==> config.mk <==
export PLATFORM = sky130hd
export DESIGN_NAME = if_stage
export DESIGN_NICKNAME = d
export VERILOG_FILES = /design/src/rtl/if_stage.sv
export SDC_FILE = /design/constraint.sdc
export NUM_CORES = 1
export LEC_CHECK = 0
export CAP_MARGIN = 20
export CORE_MARGIN = 5
export CORE_UTILIZATION = 60
export CTS_BUF_LIST = sky130_fd_sc_hd__clkbuf_8
export DETAILED_ROUTE_END_ITERATION = 12
export DONT_BUFFER_PORTS = 1
export PLACE_DENSITY_LB_ADDON = 0.1
export SLEW_MARGIN = 20
export SYNTH_ARGS = -nofsm -noshare
export SYNTH_HDL_FRONTEND = slang
export SYNTH_SLANG_ARGS = --single-unit
==> constraint.sdc <==
create_clock -name clk -period 3.4 [get_ports clk]
set_clock_uncertainty 0.05 [all_clocks]
set_input_delay 0.51 -clock clk [delete_from_list [all_inputs] [get_ports clk]]
set_output_delay 0.51 -clock clk [all_outputs]
set_load 0.005 [all_outputs]
==> src/rtl/if_stage.sv <==
// Instruction-fetch stage: assembles each 32-bit instruction from four byte reads
// on the 8-bit memory port, and holds it for IF/ID until the PC may advance.
module if_stage #(
  parameter logic [31:0] RESET_PC = 32'h0000_0000
) (
  input  logic        clk,
  input  logic        rst,
  input  logic [5:0]  stall,
  input  logic        branch_flag_i,
  input  logic [31:0] branch_target_addr_i,
  input  logic [7:0]  mem_data_i,
  input  logic        mem_valid_i,
  output logic        mem_req_o,
  output logic [31:0] mem_addr_o,
  output logic [31:0] if_pc,
  output logic [31:0] if_inst,
  output logic        stallreq_o
);

  typedef enum logic [2:0] {
    B0   = 3'd0,
    B1   = 3'd1,
    B2   = 3'd2,
    B3   = 3'd3,
    DONE = 3'd4
  } state_t;

  state_t      state_q, state_d;
  logic [31:0] pc_q, pc_d;
  logic [31:0] buf_q, buf_d;
  logic [1:0]  byte_sel;
  logic        fetching;

  // Only stall[0] concerns this stage; the rest of the vector is for later stages.
  logic unused_stall;
  assign unused_stall = ^stall[5:1];

  always_comb begin
    byte_sel = 2'd0;
    case (state_q)
      B1:      byte_sel = 2'd1;
      B2:      byte_sel = 2'd2;
      B3:      byte_sel = 2'd3;
      default: byte_sel = 2'd0;
    endcase
  end

  always_comb begin
    state_d = state_q;
    pc_d    = pc_q;
    buf_d   = buf_q;
    if (branch_flag_i) begin
      // Redirect wins over stall and discards any byte arriving this cycle.
      pc_d    = branch_target_addr_i;
      buf_d   = '0;
      state_d = B0;
    end else begin
      case (state_q)
        DONE: begin
          if (!stall[0]) begin
            pc_d    = pc_q + 32'd4;
            buf_d   = '0;
            state_d = B0;
          end
        end
        default: begin
          if (mem_valid_i) begin
            buf_d[{byte_sel, 3'b000} +: 8] = mem_data_i;
            case (state_q)
              B0:      state_d = B1;
              B1:      state_d = B2;
              B2:      state_d = B3;
              default: state_d = DONE;
            endcase
          end
        end
      endcase
    end
  end

  always_ff @(posedge clk) begin
    if (rst) begin
      state_q <= B0;
      pc_q    <= RESET_PC;
      buf_q   <= '0;
    end else begin
      state_q <= state_d;
      pc_q    <= pc_d;
      buf_q   <= buf_d;
    end
  end

  assign fetching   = (state_q != DONE);
  assign mem_req_o  = fetching && !rst;
  assign stallreq_o = fetching && !rst;
  assign mem_addr_o = pc_q + {30'd0, byte_sel};
  assign if_pc      = pc_q;
  assign if_inst    = (!rst && state_q == DONE) ? buf_q : '0;

endmodule

======== After elaboration in Yosys (flattened, before gate mapping) ========
Index checks and enable logic that the tools add are counted.
cells by class
  add/sub/neg operators ................... 3
  equal/unequal tests ..................... 7
  shift operators ......................... 2
  mux-type cells .......................... 13
  reductions and logical operators ........ 9
operator list
  kind                    number
  $mux 32                 7
  $add 32x2->32           1
  $add 32x3->32 const B   1
  $bwmux 32               1
  $shift 8x7->32 const A  1
  $shiftx 8x7->32         1
  $mux 3                  3
  $pmux 3 s3              1
  $neg 5->7               1
  $eq 3x2->1 const B      2
  $pmux 2 s3              1
  $reduce_and 2->1        2
  $reduce_bool 2->1       2
  $eq 3x1->1 const B      1
  $eq 3x3->1 const B      1
  $logic_not 3->1         1
  $ne 3x3->1 const B      1
  $logic_and 1x1->1       2
  $ne 2x1->1 const B      1
  $ne 2x2->1 const B      1
  $reduce_or 2->1         1
  $logic_not 1->1         1
word-level totals
  flip-flop bits (word level) ............. 67
  input port bits ......................... 50
  output and inout bits ................... 98
  logic and storage cells ................. 37

======== Depth between registers and ports, before layout ========
Gate-level depths: netlist of the first run.
  depth in word-level cells ............... 7
  gate-level depth with buffers ........... 9
  gate-level depth less buffers ........... 8

======== Worst setup path after synthesis of the first run ========
No wires, ideal clock.
  path kind ............................... register to output
  from .................................... reg state_q[2]
  to ...................................... out mem_addr_o[22]
  data arrival time ....................... 2.166 ns
  data required time ...................... 2.840 ns
  setup slack ............................. 0.674 ns
  stages on the path, launching flop included .. 10
  buffers on the path ..................... 2
  cells stage by stage .................... dfxtp_1 buf_2 nand2b_1 inv_1 ha_1 inv_1 fa_1 buf_1 nor4_1 xor2_1
on the way
  word-level cells in the longest chain between the ends .. 3
  elaborated cells on any way between the ends .. 5
  classes of those cells .................. add/sub (1); eq/ne (3); mux (1)
ends and longest elaborated chain
  item                                             line  text
  start, declared                                  28    state_t state_q, state_d;
  start signal, assigned                           87    state_q <= state_d;
  $eq 3x2->1 / $eq 3x1->1 (equally long branches)  40    case (state_q)
  $pmux 2 s3 (*)                                   40
  $add 32x2->32 (*)                                96    assign mem_addr_o = pc_q + {30'd0, byte_sel};
  end, declared                                    14    output logic [31:0] mem_addr_o,
Every way passes the cells marked *; elsewhere a longest branch is shown, timed or not.

======== Worst setup path after layout of the first run ========
  from .................................... reg state_q[2]
  to ...................................... out mem_addr_o[28]
The elaborated chain is that of the path after synthesis.

==> impl_metrics.py, run 1 <==
metrics = {
    "yosys": {
        "synthCells": 546,
        "synth_top_family_by_area": "simple AND/OR/NAND/NOR gates",
        "synthAdderAreaFrac": 0.0289,
        "synth.mux.area_fraction": 0.00481,
        "synth_top_cell_area_share": 0.322,
        "synth_compound_area_frac": 0.161,
        "synth_common_cells": "67 x dfxtp_1, 55 x nand2_1, 41 x nor2_1",
        "synthDistinctLibCells": 50,
        "synth_xor_area_frac": 0.0842,
        "syn_nets": 605,
        "synthesis.area_um2": 4160,
        "synth_edf_count": 0,
        "synthTopCellsByArea": "dfxtp_1 32%, and2_1 5.3%, nand2_1 5.0%",
        "yosysMostFrequentCell": "dfxtp_1",
        "yosysTopAreaCell": "dfxtp_1",
        "syn_area_per_cell_um2": 7.62,
        "yosys_warnings": 0,
        "synthSimpleGateAreaFrac": 0.338,
        "seq_area_frac_synth": 0.322,
        "async_flop_share": 0,
        "ys_ff_latch": 67,
        "synthFlopType": "dfxtp_1",
    },
    "clock_tree": {
        "htreeDepth": 3,
        "cts.sinks": 67,
        "cts_buffers": 9,
        "root_buffer": "clkbuf_8",
        "cts_tree": "yes",
        "clock_path_buffers": 2,
        "clock_latency_ps": 340,
        "cts_hold_buf": 0,
        "path_clk_slew_ps": 80,
    },
    "min_path": {
        "min_from": "rst",
        "holdPathEnd": "if_pc[17]$_SDFFE_PP0P_",
        "hold_class": "input pin to flop",
        "hold_depth": 1,
    },
    "setup_path": {
        "timing.rr.end": "if_pc[28]$_SDFFE_PP0P_",
        "max_stage_delay_ps": 420,
        "path_common_cell": "inv_1",
        "r2r_setup_slack_ps": 700,
        "path_class": "flop to primary output",
        "crit_fanout": 13,
        "ff2ff_path_depth": 5,
        "worstReg2RegStart": "if_pc[2]$_SDFFE_PP0P_",
        "cp_data_required_time_ps": 2840,
        "startpoint_type": "flop",
        "critPathBufInv": 3,
        "cp-end-kind": "primary output",
        "cp_cell_sequence": "nand2b_1 -> inv_1 -> ha_1 -> inv_1 -> fa_1 -> buf_4 -> nor4_2 -> xor2_1",
        "cp.arrival_ps": 2660,
        "cp_slowest_cell": "fa_1",
        "critPathTopFamily": "adder cells",
        "path_depth": 8,
    },
    "final_layout": {
        "synthToLayoutAreaGrowth_pct": 5.50,
        "nets": 585,
        "seq_area_um2": 1340,
        "drive_above_1_share": 0.0904,
        "multi_input_area_um2": 2610,
        "fin_cells": 611,
        "num-fill-cells": 629,
        "diodes": 0,
    },
    "outcome": {
        "status": "complete, no violations",
    },
    "global_routing": {
        "grt_pass1_wl_mm": 18.5,
        "grtUsageTotal": 0.263,
        "grt_pass1_vias": 3614,
        "overflow": 0,
        "grt_max_degree": 39,
        "antenna_found_initial": 0,
    },
    "sta": {
        "finalCriticalPeriod_ps": 3220,
        "tightest_slew_ps": 880,
        "fin_crit_sh": 0.947,
        "setup_tns_ps": 0,
        "hold_violations": 0,
        "setup_violations": 0,
        "rsz0062_at_grt": "true",
        "drv_slew": 0,
        "timing.slew.headroom": 0.408,
        "max_freq_mhz": 311,
    },
    "floorplan": {
        "io_pins": 148,
        "dieArea_um2": 8700,
        "die-width_um": 93.3,
        "die_y_um": 93.3,
        "rows": 30,
        "start_util": 0.616,
        "coreArea_um2": 6760,
    },
    "power_and_ir_drop": {
        "ir_drop_mv": 0.289,
        "leakage_nw": 1.52,
        "powerDensity_nw_per_um2": 366,
    },
    "route": {
        "first_iter_violations": 296,
        "drc_errors": 0,
        "vias": 3993,
        "drtPass1Iterations": 5,
        "post_drt_wl_per_cell_um": 19.3,
        "ant_nets": 0,
        "wl_mm": 11.8,
        "via_per_inst": 6.54,
    },
    "place": {
        "gp_congestion": 0.894,
        "placed_cells": 593,
        "hpwl_mm": 8.45,
        "port_buffers": 0,
    },
    "run": {
        "maxCapViolations": 0,
    },
}
-- how the worst max path moves through the flow --
stage	startpoint	end	slack, ps
after floorplan	state_q[2]$_SDFFE_PP0P_	mem_addr_o[22]	670
after global placement	state_q[2]$_SDFFE_PP0P_	mem_addr_o[27]	490
after detailed placement	state_q[2]$_SDFFE_PP0P_	mem_addr_o[27]	420
after CTS	state_q[2]$_SDFFE_PP0P_	mem_addr_o[27]	60
after global routing	state_q[2]$_SDFFE_PP0P_	mem_addr_o[28]	-10
final	state_q[2]$_SDFFE_PP0P_	mem_addr_o[28]	180
-- cells in the final DEF (no fill, tap or decap), types with 3 or more instances in the layout --
cell type  count
a2111oi_0      7
and3_1         6
nand3_1       36
inv_1         17
buf_4         14
a211oi_1      13
nand2b_1       5
a21oi_1       40
or4_1          4
a31oi_1        7
nor3_1        16
a311oi_1       6
nand2_1       55
o31ai_1        4
o211ai_1       4
xor2_1        22
clkbuf_8       9
and4_1         8
or2_2          4
ha_1           8
or3_1          3
dfxtp_1       66
nor4_2         6
nand4_1       18
nor2b_1        4
nor2_1        41
xnor2_1       18
and2_1        35
a221oi_1       3
o21ai_0        6
nor4_1        17
-- area by class of cell --
| class | count | area share |
|---|---|---|
| well taps | 80 | 0.0228 |
| clock buffers | 9 | 0.0282 |
| inverters | 17 | 0.0145 |
| repair buffers | 14 | 0.0239 |
| multi-input cells | 417 | 0.593 |
| flip-flops and latches | 67 | 0.306 |
| clock inverters | 7 | 0.0117 |
-- sequential cells by signal (all words and copies together) (netlist names) --
register	cells
buf_q	32
if_pc	32
state_q	3
-- power by group --
part	switching [mW]	leakage (nW)	internal (mW)
Sequential	0.0627	0.549	0.813
Combinational	0.0752	0.883	0.0577
Clock	0.332	0.0860	0.268
Total	0.470	1.52	1.14
-- repair_timing --
| item | in CTS | in global routing |
|---|---|---|
| setup buffers | 0 | 2 |
| gates resized for setup | 0 | 7 |
| setup endpoints to repair | 0 | 11 |
-- through the flow --
step | hold WS (ps) | util | instance area [µm²] | worst slack [ps] | total power, mW
after global routing | 170 | 0.650 | 4390 | -14.6 | 1.68
final | 193 | 0.650 | 4390 | 181 | 1.61
after floorplan | 377 | - | 4160 | 674 | 0.999
after detailed placement | 390 | 0.616 | 4160 | 421 | 1.03
after global placement | 386 | 0.616 | 4160 | 490 | 1.02
after CTS | 174 | 0.642 | 4340 | 55.9 | 1.62
-- cell families after synthesis --
kind of cell	Yosys count
buffers and inverters	62
flip-flops	67
multiplexers	2
XOR/XNOR	40
AND/OR/NAND/NOR	265
AO/OA/AOI/OAI	101
adder cells (fa/ha/maj)	9
-- metal layers --
metal / vias up / global-route usage / wire, µm / share of wire
met3: 20 / 0.0636 / 1180 / 0.10
li1: 1917 / - / - / -
met2: 193 / 0.376 / 5160 / 0.44
met4: 0 / 0.0965 / 215 / 0.018
met1: 1863 / 0.380 / 5230 / 0.44
met5: - / 0 / 0 / 0
(Power assumes the default switching activity.)
==> inputs of run 2 (changes only) <==
Settings changed: CELL_PAD_IN_SITES_DETAIL_PLACEMENT from default to 1, CELL_PAD_IN_SITES_GLOBAL_PLACEMENT from default to 1, CORE_UTILIZATION 60 to 47.
==> run 2 against run 1 <==
  * Via count grew 2.4%
  * Clock power grew 15%
  * Sequential share of layout area shrank 0.47 points
  * Clock-buffer cell count is the same
  * Worst setup slack lost 8.0 ps
  * Hold slack lost 2.5 ps
  * Combinational power grew 11%
  * Final area grew 1.6%
  * Die area grew 25%
  * Flip-flop and latch count is the same
  * Sequential power shrank 0.6%
  * Critical path type unchanged
==> impl_metrics.py, run 2 (same netlist as run 1, synthesis figures left out) <==
metrics = {
    "clock_tree": {
        "cts_hold_buf": 0,
        "clock_path_buffers": 2,
        "clock_latency_ps": 340,
        "htreeDepth": 3,
        "path_clk_slew_ps": 80,
        "cts.sinks": 67,
        "cts_resized": 2,
        "cts_buffers": 9,
        "root_buffer": "clkbuf_8",
        "post-cts-setup-buffers": 0,
        "cts_tree": "yes",
    },
    "setup_path": {
        "startpoint_type": "flop",
        "path_class": "flop to primary output",
        "cp-end-kind": "primary output",
        "crit_fanout": 13,
        "startpoint": "state_q[2]$_SDFFE_PP0P_",
        "worstReg2RegStart": "if_pc[3]$_SDFFE_PP0P_",
        "ff2ff_path_depth": 5,
        "cp_data_required_time_ps": 2840,
        "timing.rr.end": "if_pc[28]$_SDFFE_PP0P_",
        "r2r_setup_slack_ps": 670,
        "cp.arrival_ps": 2670,
    },
    "place": {
        "port_buffers": 0,
        "gp_congestion": 0.807,
        "placed_cells": 625,
        "dpl_cell_area_um2": 4230,
        "hpwl_mm": 9.96,
    },
    "route": {
        "ant_nets": 0,
        "wl_mm": 13.7,
        "drc_errors": 0,
        "first_iter_violations": 239,
        "post_drt_wl_per_cell_um": 21.3,
        "via_per_inst": 6.38,
        "drtPass1Iterations": 4,
        "vias": 4087,
    },
    "run": {
        "maxCapViolations": 0,
    },
    "power_and_ir_drop": {
        "ir_drop_mv": 0.207,
        "pwr-share-comb": 0.086,
        "internal-power_mw": 1.22,
        "powerDensity_nw_per_um2": 383,
        "leakage_nw": 1.54,
        "switchingPower_uw": 493,
        "pwr-share-seq": 0.509,
        "p_clk_frac": 0.404,
        "swShare": 0.289,
    },
    "global_routing": {
        "overflow": 0,
        "grt_pass1_wl_mm": 22.5,
        "antenna_found_initial": 0,
        "grt_pass1_vias": 4245,
        "grt_max_degree": 39,
        "grtUsageTotal": 0.248,
    },
    "final_layout": {
        "drive_above_1_share": 0.0938,
        "final_cell_mix": "66 x dfxtp_1, 55 x nand2_1, 41 x nor2_1",
        "post-route-util": 0.514,
        "num-fill-cells": 1082,
        "synthToLayoutAreaGrowth_pct": 7.15,
        "fin_area_um2": 4460,
        "diodes": 0,
        "fin_cells": 641,
        "nets": 587,
        "layout_commonest_cell": "dfxtp_1",
    },
    "floorplan": {
        "coreArea_um2": 8680,
        "io_pins": 148,
        "die_y_um": 104,
        "start_util": 0.480,
        "die-width_um": 104,
        "rows": 34,
        "dieArea_um2": 10800,
    },
    "min_path": {
        "hold_class": "input pin to flop",
        "holdPathEnd": "if_pc[28]$_SDFFE_PP0P_",
        "min_from": "rst",
        "hold_depth": 1,
    },
    "outcome": {
        "status": "complete, no violations",
    },
    "sta": {
        "fin_crit_sh": 0.949,
        "timing.slew.headroom": 0.431,
        "setup_violations": 0,
        "finalCriticalPeriod_ps": 3230,
        "tightest_slew_ps": 846,
        "hold_violations": 0,
        "rsz0062_at_grt": "false",
        "setup_tns_ps": 0,
        "max_freq_mhz": 310,
        "drv_slew": 0,
    },
}
run 2: changes by cell type in the layout (fill, tap and decap cells not counted), sizes merged:
cell	change
buf	+2
bufinv	+1
inv	-1
run 2: per-stage QoR:
step / hold WS, ps / setup WS, ps / power [mW]
floorplan: 377 / 674 / 0.999
global placement: 387 / 505 / 1.03
detailed placement: 392 / 349 / 1.04
CTS: 175 / 28.4 / 1.72
global route: 169 / 0.120 / 1.78
finish: 190 / 173 / 1.71
run 2: final cells by class:
type	count	area, µm²	share of cell area
multi-input combinational	417	2600	0.583
timing repair buffer	16	120	0.0269
inverter	17	63.8	0.0143
clock inverter	7	76.3	0.0171
tap	108	135	0.0303
clock buffer	9	124	0.0278
sequential	67	1340	0.301
run 2: worst max path at each step:
stage               slack, ps             end
floorplan                 670  mem_addr_o[22]
global placement          500  mem_addr_o[12]
detailed placement        350  mem_addr_o[12]
CTS                        30  mem_addr_o[28]
global route              0.1  mem_addr_o[14]
finish                    170  mem_addr_o[20]
run 2: per-layer routing:
metal / part of all wire / wire [µm] / track usage / vias up
met5: 0 / 0 / 0 / -
li1: - / - / - / 1924
met2: 0.46 / 6340 / 0.395 / 141
met1: 0.45 / 6210 / 0.329 / 2012
met3: 0.072 / 980 / 0.0714 / 10
met4: 0.011 / 150 / 0.0629 / 0
run 2: power by group through the flow:
stage               Sequential [mW]  Combinational [mW]  Clock (mW)
floorplan                     0.863               0.136           0
CTS                           0.870               0.148       0.699
global placement              0.887               0.141           0
finish                        0.871               0.148       0.691
global route                  0.878               0.167       0.734
detailed placement            0.889               0.147           0
run 2: worst max-delay path, cell delays in order, from the launching register on:
cell and delay (ps):
dfxtp_1 390, nand2b_1 270, inv_2 140, ha_1 200
inv_1 70, fa_1 420, buf_4 230, nor4_2 360
xor2_1 230
